$ cat src/rtl/irq_pkg.sv
// Shared types and register map for the interrupt controller.
// Imported by irq_sync_edge and irq_controller.
package irq_pkg;

   typedef logic [1:0] state_t;

   localparam state_t ST_IDLE    = 2'd0;
   localparam state_t ST_REQ     = 2'd1;
   localparam state_t ST_SERVICE = 2'd2;

   localparam logic [1:0] ADDR_MASK   = 2'd0;
   localparam logic [1:0] ADDR_PEND   = 2'd1;
   localparam logic [1:0] ADDR_CAUSE  = 2'd2;
   localparam logic [1:0] ADDR_STATUS = 2'd3;

endpackage

$ cat src/rtl/irq_sync_edge.sv
// One interrupt source: multi-flop synchronizer, then a registered
// rising-edge detector that ignores a level already high at reset.
module irq_sync_edge
   import irq_pkg::*;
#(
   parameter int SYNC_STAGES = 2
) (
   input  logic clk,
   input  logic rst_n,
   input  logic irq,
   output logic rise
);

   localparam int LAST = SYNC_STAGES - 1;

   logic [LAST:0] sync_q;
   logic [LAST:0] vld_q;
   logic          edge_q;
   logic          armed_q;

   // armed_q only sets once a real, fully synchronized low was seen
   always_ff @(posedge clk or negedge rst_n) begin
      if (!rst_n) begin
         sync_q  <= '0;
         vld_q   <= '0;
         edge_q  <= 1'b0;
         armed_q <= 1'b0;
         rise    <= 1'b0;
      end else begin
         sync_q  <= {sync_q[LAST-1:0], irq};
         vld_q   <= {vld_q[LAST-1:0], 1'b1};
         edge_q  <= sync_q[LAST];
         armed_q <= armed_q | (vld_q[LAST] & ~sync_q[LAST]);
         rise    <= sync_q[LAST] & ~edge_q & armed_q;
      end
   end

endmodule

$ cat src/rtl/irq_controller.sv
// Single-level interrupt controller: edge capture into PENDING,
// lowest-index priority, REQ/ack/eret handshake with the core.
module irq_controller
   import irq_pkg::*;
#(
   parameter int NUM_SRC     = 8,
   parameter int SYNC_STAGES = 2
) (
   input  logic               clk,
   input  logic               rst_n,
   input  logic [NUM_SRC-1:0] irq_in,
   output logic               irq_req,
   output logic [4:0]         irq_id,
   input  logic               irq_ack,
   input  logic               irq_eret,
   input  logic               wr_en,
   input  logic [1:0]         addr,
   input  logic [31:0]        wr_data,
   output logic [31:0]        rd_data
);

   state_t             state;
   logic [NUM_SRC-1:0] rise;
   logic [NUM_SRC-1:0] pending;
   logic [NUM_SRC-1:0] mask_q;
   logic               status_q;
   logic [NUM_SRC-1:0] elig;
   logic               any_elig;
   logic [4:0]         win_id;
   logic               ack_fire;
   logic [NUM_SRC-1:0] ack_clr;
   logic [NUM_SRC-1:0] w1c;
   logic [31:0]        mask_w;
   logic [31:0]        pend_w;
   logic               unused_wr;

   for (genvar g = 0; g < NUM_SRC; g++) begin : g_src
      irq_sync_edge #(
         .SYNC_STAGES(SYNC_STAGES)
      ) u_sync (
         .clk  (clk),
         .rst_n(rst_n),
         .irq  (irq_in[g]),
         .rise (rise[g])
      );
   end

   assign elig     = pending & mask_q & {NUM_SRC{status_q}};
   assign any_elig = |elig;
   assign ack_fire = (state == ST_REQ) && irq_ack;
   assign unused_wr = ^wr_data;

   always_comb begin
      win_id = '0;
      for (int i = NUM_SRC - 1; i >= 0; i--) begin
         if (elig[i]) win_id = 5'(i);
      end
   end

   always_comb begin
      ack_clr = '0;
      for (int i = 0; i < NUM_SRC; i++) begin
         ack_clr[i] = ack_fire && (irq_id == 5'(i));
      end
   end

   always_comb begin
      w1c = '0;
      if (wr_en && addr == ADDR_PEND) w1c = wr_data[NUM_SRC-1:0];
   end

   // a new edge wins over a clear landing on the same cycle
   always_ff @(posedge clk or negedge rst_n) begin
      if (!rst_n) begin
         pending <= '0;
      end else begin
         pending <= (pending & ~w1c & ~ack_clr) | rise;
      end
   end

   always_ff @(posedge clk or negedge rst_n) begin
      if (!rst_n) begin
         mask_q   <= '0;
         status_q <= 1'b0;
      end else if (wr_en) begin
         unique case (1'b1)
            addr == ADDR_MASK:   mask_q   <= wr_data[NUM_SRC-1:0];
            addr == ADDR_STATUS: status_q <= wr_data[0];
            default: ;
         endcase
      end
   end

   always_ff @(posedge clk or negedge rst_n) begin
      if (!rst_n) begin
         state   <= ST_IDLE;
         irq_req <= 1'b0;
         irq_id  <= '0;
      end else begin
         case (state)
            ST_IDLE: begin
               if (any_elig) begin
                  state   <= ST_REQ;
                  irq_req <= 1'b1;
                  irq_id  <= win_id;
               end
            end
            ST_REQ: begin
               if (irq_ack) begin
                  state   <= ST_SERVICE;
                  irq_req <= 1'b0;
               end else if (!any_elig) begin
                  state   <= ST_IDLE;
                  irq_req <= 1'b0;
               end else begin
                  irq_id  <= win_id;
               end
            end
            ST_SERVICE: begin
               if (irq_eret) state <= ST_IDLE;
            end
            default: begin
               state   <= ST_IDLE;
               irq_req <= 1'b0;
            end
         endcase
      end
   end

   always_comb begin
      mask_w = '0;
      pend_w = '0;
      mask_w[NUM_SRC-1:0] = mask_q;
      pend_w[NUM_SRC-1:0] = pending;
   end

   always_comb begin
      rd_data = '0;
      case (addr)
         ADDR_MASK:   rd_data = mask_w;
         ADDR_PEND:   rd_data = pend_w;
         ADDR_CAUSE:  rd_data = {state == ST_SERVICE, 26'd0, irq_id};
         ADDR_STATUS: rd_data = {31'd0, status_q};
         default:     rd_data = '0;
      endcase
   end

endmodule

$ cat config.mk
export PLATFORM = sky130hd
export DESIGN_NAME = irq_controller
export DESIGN_NICKNAME = d
export VERILOG_FILES = /design/src/rtl/irq_pkg.sv /design/src/rtl/irq_sync_edge.sv /design/src/rtl/irq_controller.sv
export SDC_FILE = /design/constraint.sdc
export NUM_CORES = 1
export LEC_CHECK = 0
export ABC_CLOCK_PERIOD_IN_PS = 3500
export CORE_ASPECT_RATIO = 0.5
export CORE_MARGIN = 2
export CORE_UTILIZATION = 40
export DETAILED_ROUTE_END_ITERATION = 7
export PLACE_DENSITY = 0.8
export SLEW_MARGIN = 20
export SYNTH_ARGS = -nofsm -noshare
export SYNTH_HDL_FRONTEND = slang
export SYNTH_SLANG_ARGS = --single-unit
$ cat constraint.sdc
create_clock -name clk -period 3.5 [get_ports clk]
set_input_delay 0.7 -clock clk [delete_from_list [all_inputs] [get_ports clk]]
set_output_delay 0.7 -clock clk [all_outputs]
set_load 0.1 [all_outputs]
==> out/metrics.yaml, run 1 <==
global_route:
  met1_usage_pct: 16.8
  globalRouteTotalUtil_pct: 14.7
  grt_pass1_vias: 1717
  grt_start_max_net_pins: 37
  busiest_layer: "met2"
  grt_first_pass_wirelength_um: 7960
  grt-ovfl-total: 0
  met2_usage_pct: 25.0
  met3_usage_pct: 6.20
  antenna_found_initial: 0
flow_run:
  maxCapViolCount: 0
power_and_ir_drop:
  p_leak_nw: 1.52
  p_sw_share_pct: 38.0
  peakVddDrop_uv: 244
  p_total_w: 0.00264
  p_seq_share_pct: 36.0
  p_comb_share_pct: 31.1
  clkPwrFrac_pct: 32.9
  p_per_area_nw_per_um2: 777
  p_int_w: 0.00164
  switchingPower_w: 0.00100
setup_path:
  crit_path_max_fanout: 12
  max_stage_delay_ps: 860
  end_kind: "output pin"
  r2r_cells: 4
  critical_path_class: "primary input to output pin"
  cp_slowest_cell: "clkdlybuf4s50_1"
  crit_chain: "clkdlybuf4s50_1, mux2i_1, o21ai_1, buf_12"
  cp.arrival_ps: 2190
  critPathRequiredTime_ps: 2800
  start_kind: "primary input"
cts:
  clkLatencyLatePin_ps: 330
  postCtsSetupRepairBufs: 0
  cts-resized-gates: 0
  cts_buffer_depth: 2
  numCtsBuffers: 9
  ctsRootBufferMaster: "clkbuf_16"
  cts_hold_buf: 0
  cts.clk_slew.worst_paths_ps: 50
  htreeDepth: 3
  cts.sinks: 65
  tritoncts: "yes"
timing:
  drv_slew: 0
  tightest_slew_ps: 971
  whs_ps: 343
  setup_ws_ps: 610
  setup_violations: 0
  fmax_ghz: 0.346
  rsz0062_at_grt: "false"
  layout_min_cycle_time_ps: 2890
  final_hold_viol_count: 0
  timing.setup.tns_ps: 0
  slew_headroom_pct: 35.1
  fin_crit_sh_pct: 82.6
  clock_skew_ps: 5.35
final_layout:
  mostFrequentLayoutCells: "dfrtp_1 (65), nand2_1 (31), conb_1 (26)"
  nets: 313
  fillers: 493
  mostFrequentLayoutCell: "dfrtp_1"
  num_antenna_cells: 0
  layout-drive-gt1-share_pct: 15.9
  area_growth_pct: 28.1
logic_synthesis:
  ys_ff_latch: 65
  yosys.area_share.simple_pct: 11.3
  synthArstFlopShare_pct: 100
  yosys.area.top_type: "dfrtp_1"
  syn_inst: 222
  postSynthAreaPerCell_sq_um: 11.9
  yosysTopAreaCellShare_pct: 61.3
  synth_top_family_by_area: "simple AND/OR/NAND/NOR gates"
  syn_area_sq_um: 2650
  synthAdderAreaFrac_pct: 0
  synthXorXnorAreaFrac_pct: 0
  synth_flop_cell: "dfrtp_1"
  synth.area.top_cells: "dfrtp_1 (61%), buf_4 (7.1%), nand2_1 (4.4%), mux2_1 (3.0%), a31o_1 (2.6%)"
  ys_warn_count: 0
  synth_mux_area_share_pct: 7.88
  synth_compound_area_share_pct: 9.91
  ys_seq_area_share_pct: 61.3
  synth_edf_count: 0
  synth_cell_types: 33
placement:
  place_ws_ps: 601
  dp_hpwl_um: 3350
  gp_congestion: 0.883
  port_buffers: 35
route:
  wl_per_cell_um: 13.2
  firstDrtPassIters: 4
  wl_um: 4750
  postRouteAntennaNets: 0
  drc_errors: 0
  drt_iter0_markers: 65
  via_per_inst: 4.64
  num_vias: 1664
outcome:
  outcome: "finished clean"
hold_path:
  whs_path_depth: 0
  worstHoldPathType: "register to register"
floorplan:
  dieArea_sq_um: 7340
  die_x_um: 119
  start_util_pct: 42.6
  io_pins: 85
  rows: 20
  die_y_um: 61.6
  core_sq_um: 6230
==> logic make-up (layout without fill, tap and decap cells) <==
| group | count (synthesis) | in the layout |
|---|---|---|
| flip-flops | 65 | 65 |
| multiplexers | 18 | 18 |
| other | 2 | 26 |
| AO/OA/AOI/OAI | 33 | 33 |
| AND/OR/NAND/NOR | 64 | 64 |
| buffers and inverters | 40 | 65 |
==> metrics by stage <==
| stage | instance area, sq um | cells | util [%] |
|---|---|---|---|
| 4_1_cts | 3400 | 359 | 54.5 |
| 5_1_grt | 3400 | 359 | 54.5 |
| 3_5_place_dp | 3100 | 343 | 49.8 |
| 3_3_place_gp | 3100 | 343 | 49.8 |
| 2_1_floorplan | 2750 | 246 | - |
| 6_report | 3400 | 359 | 54.5 |
==> layer usage <==
metal | vias up | routed length, um
met5 | - | 0
met4 | 0 | 68
met3 | 7 | 229
met2 | 48 | 2420
met1 | 826 | 2040
li1 | 783 | -
==> cells in the mapped netlist (3+ instances only) <==
cell type / number
dfrtp_1: 65
nand2_1: 31
buf_4: 25
nor2_1: 16
inv_1: 11
a21o_1: 8
a31o_1: 8
mux2_1: 7
mux2i_1: 7
o21ai_0: 6
nand3_1: 4
a21oi_1: 3
buf_2: 3
==> power by group through the flow <==
| stage | logic, W | registers, W | clock network [W] |
|---|---|---|---|
| 2_1_floorplan | 0.000475 | 0.00110 | 0 |
| 3_5_place_dp | 0.000826 | 0.000959 | 0 |
| 6_report | 0.000822 | 0.000950 | 0.000869 |
| 4_1_cts | 0.000828 | 0.000948 | 0.000883 |
| 3_3_place_gp | 0.000813 | 0.000954 | 0 |
| 5_1_grt | 0.000865 | 0.000964 | 0.000924 |
==> state kept, by name, indices dropped and copies added (netlist names) <==
register / count
g_src.u_sync.armed_q: 8
g_src.u_sync.edge_q: 8
g_src.u_sync.rise: 8
g_src.u_sync.sync_q: 16
g_src.u_sync.vld_q: 2
irq_id: 3
irq_req: 1
mask_q: 8
pending: 8
state: 2
status_q: 1
==> layout make-up <==
class                           instances  area [sq um]  share of cell area, %
Inverter                               11          41.3                   1.22
Clock inverter                          6          67.6                   1.99
Sequential cell                        65          1630                   47.9
Tap cell                               88           110                   3.24
Timing Repair Buffer                   38           450                   13.3
Clock buffer                           10           229                   6.74
Multi-Input combinational cell        141           873                   25.7
==> critical path: cells and delay by family <==
family / cells / cell delay (ps)
buffers and inverters: 2 / 1070
AO/OA/AOI/OAI: 1 / 260
multiplexers: 1 / 160
==> worst paths after layout <==
path | startpoint | endpoint | slack (ps)
setup / recovery | addr[1] | rd_data[2] | 610
hold / removal | g_src[7].u_sync.sync_q[0] | g_src[7].u_sync.sync_q[1] | 340
setup reg to reg | pending[1] | irq_id[0] | 2060
hold reg to reg | g_src[7].u_sync.sync_q[0] | g_src[7].u_sync.sync_q[1] | 340
max in group asynchronous | rst_n | g_src[5].u_sync.armed_q | 2350
min in group asynchronous | rst_n | g_src[6].u_sync.armed_q | 450
Power figures use the tool's default switching activity.
==> inputs of run 2 (changes only) <==
--- a/config.mk
+++ b/config.mk
@@ -5,12 +5,12 @@
 export SDC_FILE = /design/constraint.sdc
 export NUM_CORES = 1
 export LEC_CHECK = 0
-export ABC_CLOCK_PERIOD_IN_PS = 3500
+export ABC_CLOCK_PERIOD_IN_PS = 2320
 export CORE_ASPECT_RATIO = 0.5
 export CORE_MARGIN = 2
 export CORE_UTILIZATION = 40
 export DETAILED_ROUTE_END_ITERATION = 7
-export PLACE_DENSITY = 0.8
+export PLACE_DENSITY = 0.83
 export SLEW_MARGIN = 20
 export SYNTH_ARGS = -nofsm -noshare
 export SYNTH_HDL_FRONTEND = slang
==> constraint.sdc (replaced) <==
create_clock -name clk -period 2.32 [get_ports clk]
set_input_delay 0.464 -clock clk [delete_from_list [all_inputs] [get_ports clk]]
set_output_delay 0.464 -clock clk [all_outputs]
set_load 0.1 [all_outputs]
==> out/metrics.yaml, run 2 (synthesis gave the netlist of run 1 again) <==
timing:
  fmax_ghz: 0.447
  setup_violations: 0
  fin_crit_sh_pct: 96.5
  final_hold_viol_count: 0
  drv_slew: 0
  clock_skew_ps: 11.6
  setup_ws_ps: 81.4
  rsz0062_at_grt: "false"
  tightest_slew_ps: 528
  slew_headroom_pct: 64.8
  layout_min_cycle_time_ps: 2240
setup_path:
  crit_path_max_fanout: 7
  crit_chain: "clkdlybuf4s50_1, buf_6, nor2b_2, nand2_1, o21ai_2, buf_12"
  cp.depth: 6
  critPathBufInv: 3
  max_stage_delay_ps: 550
  start_kind: "primary input"
  critical_path_class: "primary input to output pin"
  cp.arrival_ps: 1770
  end_kind: "output pin"
  crit_family: "buffers and inverters"
  cp_slowest_cell: "clkdlybuf4s50_1"
  r2r_cells: 4
  critPathRequiredTime_ps: 1860
global_route:
  grt-ovfl-total: 0
  antenna_found_initial: 0
  grt_first_pass_wirelength_um: 8510
  grt_start_max_net_pins: 45
  grt_pass1_vias: 1763
  globalRouteTotalUtil_pct: 15.7
final_layout:
  layout-drive-gt1-share_pct: 19.7
  area_growth_pct: 29.9
  nets: 316
  final_core_util_pct: 55.3
  num_antenna_cells: 0
  mostFrequentLayoutCell: "dfrtp_1"
  mostFrequentLayoutCells: "dfrtp_1 (65), nand2_1 (31), conb_1 (26)"
  largest_reg_flops: 16
  top_register: "g_src.u_sync.sync_q"
  fillers: 481
flow_run:
  maxCapViolCount: 0
cts:
  cts.sinks: 65
  tritoncts: "yes"
  numCtsBuffers: 9
  cts.clk_slew.worst_paths_ps: 50
  postCtsSetupRepairBufs: 0
  cts_hold_buf: 0
  clkLatencyLatePin_ps: 330
  htreeDepth: 3
  ctsRootBufferMaster: "clkbuf_16"
  cts_buffer_depth: 2
floorplan:
  io_pins: 85
  core_sq_um: 6230
  rows: 20
  die_y_um: 61.6
  dieArea_sq_um: 7340
  start_util_pct: 42.6
  die_x_um: 119
route:
  wl_per_cell_um: 14.5
  dr.max_layer_used: "met4"
  drt-met1-wl_um: 2170
  firstDrtPassIters: 4
  drc_errors: 0
  wl_met2_um: 2600
  num_vias: 1757
  drt_iter0_markers: 87
  dr_wl_met3_um: 389
  wl_um: 5230
  postRouteAntennaNets: 0
  via_per_inst: 4.85
power_and_ir_drop:
  p_leak_nw: 1.55
  p_per_area_nw_per_um2: 1160
  p_total_w: 0.00399
  peakVddDrop_uv: 499
placement:
  port_buffers: 35
  place_ws_ps: 64.7
  gp_congestion: 0.893
  dp_hpwl_um: 3540
outcome:
  outcome: "finished clean"
hold_path:
  worstHoldPathType: "primary input to asynchronous set/reset pin"
run 2: cell count changes in the layout (fill, tap and decap cells not counted), sizes merged:
cell,change
clkdlybuf4s50,-1
clkinv,+3
inv,-1
clkinvlp,-2
buf,+4
run 2: metal layers:
metal / vias to the layer above / track usage (%)
met5: - / 0
met4: 0 / 6.63
met3: 7 / 5.74
met2: 86 / 27.8
met1: 879 / 18.0
li1: 785 / -
run 2: report_power, final:
group | total (W) | internal [W] | switching (W)
logic | 0.00127 | 0.000375 | 0.000897
clock network | 0.00128 | 0.000824 | 0.000456
registers | 0.00144 | 0.00127 | 0.000170
total | 0.00399 | 0.00247 | 0.00152
run 2: path summary, 6_finish.rpt:
| check | from | end | slack, ps |
|---|---|---|---|
| max | addr[0] | rd_data[1] | 80 |
| min | rst_n | g_src[5].u_sync.sync_q[0] | 120 |
| max reg2reg | pending[1] | irq_id[0] | 850 |
| min reg2reg | g_src[3].u_sync.vld_q[0] | g_src[0].u_sync.vld_q[1] | 350 |
| max in group asynchronous | rst_n | g_src[0].u_sync.edge_q | 1590 |
| min in group clk | g_src[3].u_sync.vld_q[0] | g_src[0].u_sync.vld_q[1] | 350 |
run 2: metrics by stage:
step | cell area, sq um | cells | setup TNS (ps) | hold slack [ps]
5_1_grt | 3450 | 362 | 0 | 156
3_3_place_gp | 3150 | 346 | 0 | 332
6_report | 3450 | 362 | 0 | 118
3_5_place_dp | 3150 | 346 | 0 | 337
2_1_floorplan | 2770 | 246 | -413 | 168
4_1_cts | 3440 | 362 | 0 | 122
run 2: what timing repair did:
item / 4_1_cts / 5_1_grt
resized for setup: 0 / 1
endpoints found under the setup margin: 0 / 1
hold endpoints to repair: 0 / 0
run 2: cell type report:
class	instances	area [sq um]	area share (%)
timing repair buffer	41	487	14.1
inverter	11	41.3	1.20
clock buffer	10	229	6.64
multi-input combinational	141	893	25.9
tap	88	110	3.20
clock inverter	6	58.8	1.71
sequential	65	1630	47.2
